`src/rtl/tap_pkg.sv`:
```
// tap_pkg: shared types and default constants for the memory write tap.
// Holds the capture FSM states, framing symbols, test-port address and event record.
package tap_pkg;

    typedef enum logic [1:0] {
        IDLE,
        CAPTURE,
        DONE
    } tap_state_e;

    localparam logic [29:0] TAP_PORT_ADDR = 30'h40;
    localparam logic [31:0] TAP_BEGIN_SYM = 32'h0000_0932;
    localparam logic [31:0] TAP_END_SYM   = 32'h0000_0D5D;

    typedef struct packed {
        logic [7:0]  index;
        logic [31:0] data;
    } tap_event_t;

endpackage

```
`src/rtl/mem_write_tap_if.sv`:
```
// mem_write_tap_if: data-bus write side plus the event valid/ready stream.
// master = the tap (reads bus, drives events); slave = bus driver / checker.
interface mem_write_tap_if #(
    parameter int ADDR_W = 30,
    parameter int DATA_W = 32,
    parameter int IDX_W  = 8
);
    logic [ADDR_W-1:0] mem_addr;
    logic [DATA_W-1:0] mem_wdata;
    logic              mem_wen;
    logic              ev_valid;
    logic              ev_ready;
    logic [DATA_W-1:0] ev_data;
    logic [IDX_W-1:0]  ev_index;

    modport master (
        input  mem_addr, mem_wdata, mem_wen, ev_ready,
        output ev_valid, ev_data, ev_index
    );

    modport slave (
        output mem_addr, mem_wdata, mem_wen, ev_ready,
        input  ev_valid, ev_data, ev_index
    );
endinterface

```
`src/rtl/tap_fifo.sv`:
```
// tap_fifo: synchronous FIFO, DEPTH entries of W bits, registered head.
// Ports: clk, rst, push/din, pop, full, empty, head (zero while empty).
module tap_fifo #(
    parameter int DEPTH = 4,
    parameter int W     = 40
) (
    input  logic         clk,
    input  logic         rst,
    input  logic         push,
    input  logic [W-1:0] din,
    input  logic         pop,
    output logic         full,
    output logic         empty,
    output logic [W-1:0] head
);
    localparam int AW = $clog2(DEPTH);

    // Extra MSB on each pointer tells full from empty.
    logic [AW:0]  wr_q, wr_d, rd_q, rd_d;
    logic [W-1:0] mem_q [DEPTH];
    logic [W-1:0] mem_d [DEPTH];
    logic         wr, rd;

    assign empty = (wr_q == rd_q);
    assign full  = (wr_q[AW] != rd_q[AW]) &&
                   (wr_q[AW-1:0] == rd_q[AW-1:0]);
    assign head  = empty ? '0 : mem_q[rd_q[AW-1:0]];

    always_comb begin
        // A pop frees the slot in the same cycle, so push on full succeeds.
        wr    = push & (~full | pop);
        rd    = pop & ~empty;
        mem_d = mem_q;
        if (wr) mem_d[wr_q[AW-1:0]] = din;
        wr_d  = wr_q + (AW+1)'(wr);
        rd_d  = rd_q + (AW+1)'(rd);
    end

    always_ff @(posedge clk or posedge rst) begin
        if (rst) begin
            wr_q <= '0;
            rd_q <= '0;
        end else begin
            wr_q <= wr_d;
            rd_q <= rd_d;
        end
    end

    always_ff @(posedge clk) begin
        mem_q <= mem_d;
    end
endmodule

```
`src/rtl/mem_write_tap.sv`:
```
// mem_write_tap: passive monitor turning test-port writes into framed events.
// Ports: clk, rst, bus (mem_* in, ev_* stream out), active, done, overflow,
// duration, timeout. Optional idle watchdog enabled by TAP_TIMEOUT_EN.
module mem_write_tap
    import tap_pkg::*;
#(
    parameter int                ADDR_W    = 30,
    parameter int                DATA_W    = 32,
    parameter logic [ADDR_W-1:0] PORT_ADDR = TAP_PORT_ADDR,
    parameter logic [DATA_W-1:0] BEGIN_SYM = TAP_BEGIN_SYM,
    parameter logic [DATA_W-1:0] END_SYM   = TAP_END_SYM,
    parameter int                DEPTH     = 4,
    parameter int                IDX_W     = 8
`ifdef TAP_TIMEOUT_EN
    ,
    parameter int                TIMEOUT   = 1024
`endif
) (
    input  logic                  clk,
    input  logic                  rst,
    mem_write_tap_if.master       bus,
    output logic                  active,
    output logic                  done,
    output logic                  overflow,
    output logic [15:0]           duration,
    output logic                  timeout
);
    localparam int EW = IDX_W + DATA_W;

    tap_state_e       state_q, state_d;
    logic             wen_q;
    logic [IDX_W-1:0] index_q, index_d;
    logic [15:0]      dur_q, dur_d;
    logic             ovf_q, ovf_d;
    logic             evt, push, pop, full, empty;
    logic [EW-1:0]    head;

`ifdef TAP_TIMEOUT_EN
    localparam int IW = $clog2(TIMEOUT);
    logic [IW-1:0] idle_q, idle_d;
    logic          tmo_q, tmo_d;
`endif

    // Rising edge of wen at the port: a stalled, held-high write counts once.
    assign evt = bus.mem_wen & ~wen_q & (bus.mem_addr == PORT_ADDR);
    assign pop = ~empty & bus.ev_ready;

    always_comb begin
        state_d = state_q;
        index_d = index_q;
        dur_d   = dur_q;
        ovf_d   = ovf_q;
        push    = 1'b0;
`ifdef TAP_TIMEOUT_EN
        idle_d  = '0;
        tmo_d   = tmo_q;
`endif
        unique case (state_q)
            IDLE: begin
                if (evt && bus.mem_wdata == BEGIN_SYM)
                    state_d = CAPTURE;
            end
            CAPTURE: begin
                if (dur_q != 16'hFFFF) dur_d = dur_q + 16'd1;
                if (evt) begin
                    // Index advances even on a drop so gaps are visible.
                    push    = 1'b1;
                    index_d = index_q + IDX_W'(1);
                    if (full && !pop) ovf_d = 1'b1;
                    if (bus.mem_wdata == END_SYM) state_d = DONE;
                end
`ifdef TAP_TIMEOUT_EN
                if (evt) begin
                    idle_d = '0;
                end else if (idle_q == IW'(TIMEOUT - 1)) begin
                    tmo_d   = 1'b1;
                    state_d = DONE;
                end else begin
                    idle_d = idle_q + IW'(1);
                end
`endif
            end
            DONE: ;
            default: state_d = IDLE;
        endcase
    end

    always_ff @(posedge clk or posedge rst) begin
        if (rst) begin
            state_q <= IDLE;
            wen_q   <= 1'b0;
            index_q <= '0;
            dur_q   <= '0;
            ovf_q   <= 1'b0;
        end else begin
            state_q <= state_d;
            wen_q   <= bus.mem_wen;
            index_q <= index_d;
            dur_q   <= dur_d;
            ovf_q   <= ovf_d;
        end
    end

`ifdef TAP_TIMEOUT_EN
    always_ff @(posedge clk or posedge rst) begin
        if (rst) begin
            idle_q <= '0;
            tmo_q  <= 1'b0;
        end else begin
            idle_q <= idle_d;
            tmo_q  <= tmo_d;
        end
    end

    assign timeout = tmo_q;
`else
    assign timeout = 1'b0;
`endif

    tap_fifo #(
        .DEPTH (DEPTH),
        .W     (EW)
    ) u_fifo (
        .clk   (clk),
        .rst   (rst),
        .push  (push),
        .din   ({index_q, bus.mem_wdata}),
        .pop   (pop),
        .full  (full),
        .empty (empty),
        .head  (head)
    );

    assign bus.ev_valid = ~empty;
    assign bus.ev_index = head[EW-1 -: IDX_W];
    assign bus.ev_data  = head[DATA_W-1:0];

    assign active   = (state_q == CAPTURE);
    assign done     = (state_q == DONE);
    assign overflow = ovf_q;
    assign duration = dur_q;
endmodule
```
`src/flat_wrapper.sv`:
```
// flat-port wrapper written by rule: the top's interface ports become plain ports
module mem_write_tap_flat import tap_pkg::*;
#(
    parameter int                ADDR_W    = 30,
    parameter int                DATA_W    = 32,
    parameter logic [ADDR_W-1:0] PORT_ADDR = TAP_PORT_ADDR,
    parameter logic [DATA_W-1:0] BEGIN_SYM = TAP_BEGIN_SYM,
    parameter logic [DATA_W-1:0] END_SYM   = TAP_END_SYM,
    parameter int                DEPTH     = 4,
    parameter int                IDX_W     = 8

)
  (clk, rst, active, done, overflow, duration, timeout, bus_mem_addr, bus_mem_wdata, bus_mem_wen, bus_ev_ready, bus_ev_valid, bus_ev_data, bus_ev_index);
  mem_write_tap_if #(.ADDR_W(ADDR_W), .DATA_W(DATA_W), .IDX_W(IDX_W)) bus_i ();
  input  logic clk;
  input  logic rst;
  output logic active;
  output logic done;
  output logic overflow;
  output logic [15:0] duration;
  output logic timeout;
  input wire logic [$bits(bus_i.mem_addr)-1:0] bus_mem_addr;
  input wire logic [$bits(bus_i.mem_wdata)-1:0] bus_mem_wdata;
  input wire logic [$bits(bus_i.mem_wen)-1:0] bus_mem_wen;
  input wire logic [$bits(bus_i.ev_ready)-1:0] bus_ev_ready;
  output wire logic [$bits(bus_i.ev_valid)-1:0] bus_ev_valid;
  output wire logic [$bits(bus_i.ev_data)-1:0] bus_ev_data;
  output wire logic [$bits(bus_i.ev_index)-1:0] bus_ev_index;
  assign bus_i.mem_addr = bus_mem_addr;
  assign bus_i.mem_wdata = bus_mem_wdata;
  assign bus_i.mem_wen = bus_mem_wen;
  assign bus_i.ev_ready = bus_ev_ready;
  assign bus_ev_valid = bus_i.ev_valid;
  assign bus_ev_data = bus_i.ev_data;
  assign bus_ev_index = bus_i.ev_index;
  mem_write_tap #(.ADDR_W(ADDR_W), .DATA_W(DATA_W), .PORT_ADDR(PORT_ADDR), .BEGIN_SYM(BEGIN_SYM), .END_SYM(END_SYM), .DEPTH(DEPTH), .IDX_W(IDX_W)) u_core (.clk(clk), .rst(rst), .bus(bus_i), .active(active), .done(done), .overflow(overflow), .duration(duration), .timeout(timeout));
endmodule
```
`config.mk`:
```
export PLATFORM = sky130hd
export DESIGN_NAME = mem_write_tap_flat
export DESIGN_NICKNAME = d
export VERILOG_FILES = /design/src/rtl/tap_pkg.sv /design/src/rtl/mem_write_tap_if.sv /design/src/rtl/tap_fifo.sv /design/src/rtl/mem_write_tap.sv /design/src/flat_wrapper.sv
export SDC_FILE = /design/constraint.sdc
export NUM_CORES = 1
export LEC_CHECK = 0
export CORE_ASPECT_RATIO = 1.25
export CORE_UTILIZATION = 55
export CTS_BUF_LIST = sky130_fd_sc_hd__clkbuf_2
export CTS_CLUSTER_SIZE = 12
export DETAILED_ROUTE_END_ITERATION = 12
export HOLD_SLACK_MARGIN = 0.05
export PLACE_DENSITY = 0.82
export RECOVER_POWER = 50
export SLEW_MARGIN = 30
export SYNTH_ARGS = -nofsm -noshare
export SYNTH_HDL_FRONTEND = slang
export SYNTH_SLANG_ARGS = --single-unit
```
`constraint.sdc`:
```
create_clock -name clk -period 6.9 [get_ports clk]
set_input_delay 1.38 -clock clk [delete_from_list [all_inputs] [get_ports clk]]
set_output_delay 1.38 -clock clk [all_outputs]
set_load 0.02 [all_outputs]
```
==> impl_metrics.json <==
{
  "status": "finished with violations",
  "violations": "capacitance limit, slew limit",
  "ir_drop_uv": 174.6,
  "rows": 48,
  "syn-instance-count": 417,
  "antenna_found_initial": 0,
  "cts_buffers": 17,
  "cts_htree_levels": 4,
  "p_sw_mw": 0.8211,
  "hold_depth": 1,
  "port_buffers": 125,
  "cts-root-buf": "clkbuf_2",
  "via_per_inst": 5.706,
  "p_int_mw": 1.955,
  "yosys_warnings": 0,
  "fin_crit_sh_pct": 77.74,
  "synth_top_family_by_area": "multiplexers",
  "clk_path_buf_depth": 2,
  "pwr-share-seq_pct": 49.1,
  "synth.net_count": 489,
  "postCtsSetupBuffers": 0,
  "vias": 4217,
  "hold_path.class": "reg2reg",
  "reg2regPathDepth": 5,
  "p_comb_share_pct": 30.6,
  "overflow": 0,
  "dp_slack_ns": 2.560,
  "arrival_ns": 3.98,
  "grt_pass1_vias": 4508,
  "fin_worst_skew_ns": 0.03032,
  "drv_cap": 1,
  "synth_top_area_share_pct": 61.80,
  "critical_path_class": "reg2out",
  "drt_iter0_drc": 214,
  "powerDensity_nw_per_um2": 293.3,
  "critPathMaxStageDelay_ns": 1.15,
  "synthMuxAreaShare_pct": 11.88,
  "tightestPinTransition_ns": 1.795,
  "ys_seq_area_share_pct": 72.74,
  "crit_buf_inv": 3,
  "synth_cell_types": 38,
  "cts_tree": "done",
  "critPathMostFrequentCell": "buf_4",
  "fmax_mhz": 186.4,
  "synth_xor_area_share_pct": 2.929,
  "p_leak_nw": 3.311,
  "core_area_sq_um": 13810,
  "switching_share_pct": 29.57,
  "wirelength_um": 14810,
  "syn_area_sq_um": 7775,
  "maxSlewHeadroom_pct": -19.65,
  "synth_compound_area_share_pct": 0.4345,
  "grt_max_degree": 43,
  "die-area_sq_um": 14620,
  "diodes": 0,
  "critPathLaunchType": "flip-flop",
  "critPathMaxFanout": 41,
  "clkLatencyLatePin_ns": 0.75,
  "synthAdderAreaFrac_pct": 0.9656,
  "clk_pin_slew_ns": 0.24,
  "ios": 127,
  "worstPathRequired_ns": 5.52,
  "crit_chain": "buf_4, xnor2_1, and3_1, buf_4, nor2b_1, clkdlybuf4s50_1",
  "slew_viol_final": 35,
  "fp.dieW_um": 108.3,
  "grtUsageTotal_pct": 22.30,
  "die_y_um": 134.9,
  "drive_gt1_share_pct": 15.25,
  "setup_viol": 0,
  "grt_first_pass_wirelength_um": 23540,
  "total_power_mw": 2.776,
  "drcViolationCount": 0,
  "avgSynthCellArea_sq_um": 18.64,
  "end_kind": "output pin",
  "start_util_pct": 56.29,
  "area_growth_pct": 21.76,
  "synth_area_leader_cell": "edfxtp_1",
  "path_depth": 6,
  "tns_ns": 0,
  "firstDrtPassIters": 5,
  "cts_hold_buf": 0,
  "rsz0062_at_grt": "false",
  "hpwl_um": 9579,
  "synth_seq_cells": 194,
  "power_frac_clock_pct": 20.3,
  "fill_cells": 928,
  "final_nets": 623,
  "routabilityCongestion": 0.8257,
  "hold_violations": 0,
  "post_cts_resized": 0,
  "synth.area.top_cells": "edfxtp_1 62%, mux4_2 12%, dfrtp_1 11%",
  "cts.sink_count": 194,
  "ant_nets": 0,
  "slowest_stage": "dfrtp_1",
  "synth_simple_gate_area_share_pct": 9.961,
  "routedWlPerCell_um": 20.03,
  "critical_path.top_delay_family": "buffers and inverters",
  "period_needed_ns": 5.364,
  "setup_ws_ns": 1.536
}
## worst paths after layout
check | endpoint | from | slack, ns
setup / recovery | bus_ev_index[7] | u_core.u_fifo.rd_q[0] | 1.54
hold / removal | u_core.overflow | u_core.overflow | 0.50
setup reg to reg | u_core.u_fifo.mem_q[27] | u_core.u_fifo.rd_q[0] | 3.46
hold reg to reg | u_core.overflow | u_core.overflow | 0.50
max in group asynchronous | u_core.u_fifo.rd_q[1] | rst | 3.98
min in group asynchronous | u_core.duration[8] | rst | 1.67
## power groups by stage
| stage | combinational, mW | clock, mW | sequential [mW] |
|---|---|---|---|
| 2_1_floorplan | 0.584 | 0 | 1.30 |
| 3_3_place_gp | 0.853 | 0 | 1.39 |
| 3_5_place_dp | 0.867 | 0 | 1.39 |
| 4_1_cts | 0.868 | 0.577 | 1.37 |
| 5_1_grt | 0.907 | 0.622 | 1.37 |
| 6_report | 0.849 | 0.565 | 1.36 |
## layout by cell type, fill, tap and decap left out, types with 3 or more instances in the layout
master	netlist	layout
nor2b_1	42	42
xor2_1	11	11
nor4_1	7	7
clkdlybuf4s50_1	0	91
clkinvlp_4	0	4
buf_4	1	5
nand3_1	12	12
dfrtp_1	34	33
nand2_1	9	9
nor2_1	12	12
nor4_2	4	4
inv_1	3	3
bufinv_16	0	3
clkbuf_2	0	18
and3_1	5	5
nor4b_1	5	4
edfxtp_1	160	160
nand4_1	10	10
ha_1	6	6
mux4_2	40	40
dlygate4sd3_1	0	34
nor3_1	6	8
xnor2_1	15	15
## logic make-up (layout without fill, tap and decap cells)
group                    count (synthesis)  count (layout)
AO/OA/AOI/OAI                            5               5
AND/OR/NAND/NOR                        124             124
XOR/XNOR                                26              26
flip-flops                             194             194
other                                    1               1
adder cells (fa/ha/maj)                  6               6
buffers and inverters                   19             166
multiplexers                            42              42
## layout make-up
type                            instances  area, sq um  area share [%]
Clock inverter                         14        163.9           1.731
Inverter                                3        11.26          0.1190
Multi-Input combinational cell        204         2031           21.45
Timing Repair Buffer                  131         1292           13.65
Sequential cell                       194         5659           59.78
Tap cell                              175        219.0           2.313
Clock buffer                           18        90.09          0.9516
## sequential cells by signal, summed over array words and instances, names as in the netlist
signal / cells
u_core.duration: 16
u_core.index_q: 8
u_core.overflow: 1
u_core.state_q: 2
u_core.u_fifo.mem_q: 160
u_core.u_fifo.rd_q: 3
u_core.u_fifo.wr_q: 3
u_core.wen_q: 1
## cells in the mapped netlist (all sizes together)
| cell | count |
|---|---|
| edfxtp | 160 |
| nor2b | 42 |
| mux4 | 40 |
| dfrtp | 34 |
| xnor2 | 15 |
| nand3 | 12 |
| nor2 | 12 |
| nor4 | 11 |
| xor2 | 11 |
| clkbuf | 10 |
| nand4 | 10 |
| nand2 | 9 |
| nor3 | 8 |
| buf | 6 |
| ha | 6 |
| nor4b | 6 |
| and3 | 5 |
| inv | 3 |
| and2 | 2 |
| mux2 | 2 |
| a21o | 1 |
| a21oi | 1 |
| a31oi | 1 |
| and4b | 1 |
| conb | 1 |
| nand2b | 1 |
| nand3b | 1 |
| nand4b | 1 |
| nor3b | 1 |
| nor4bb | 1 |
| o21bai | 1 |
| o22ai | 1 |
| or3 | 1 |
## per-stage QoR
step / utilization (%) / hold slack (ns) / instance area (sq um) / instances
after floorplan: - / 0.4617 / 7775 / 417
after global placement: 66.90 / 0.4455 / 9241 / 707
after detailed placement: 66.94 / 0.4549 / 9246 / 707
after CTS: 68.78 / 0.5104 / 9500 / 739
after global routing: 68.53 / 0.5400 / 9467 / 739
final: 68.53 / 0.5014 / 9467 / 739
## layer usage
metal	up-vias	track usage (%)	share of wire [%]
li1	1911	-	-
met3	16	5.357	6.4
met1	2128	27.14	39
met5	-	0	0
met2	162	38.92	54
met4	0	7.583	1.0
(Power assumes the default switching activity.)
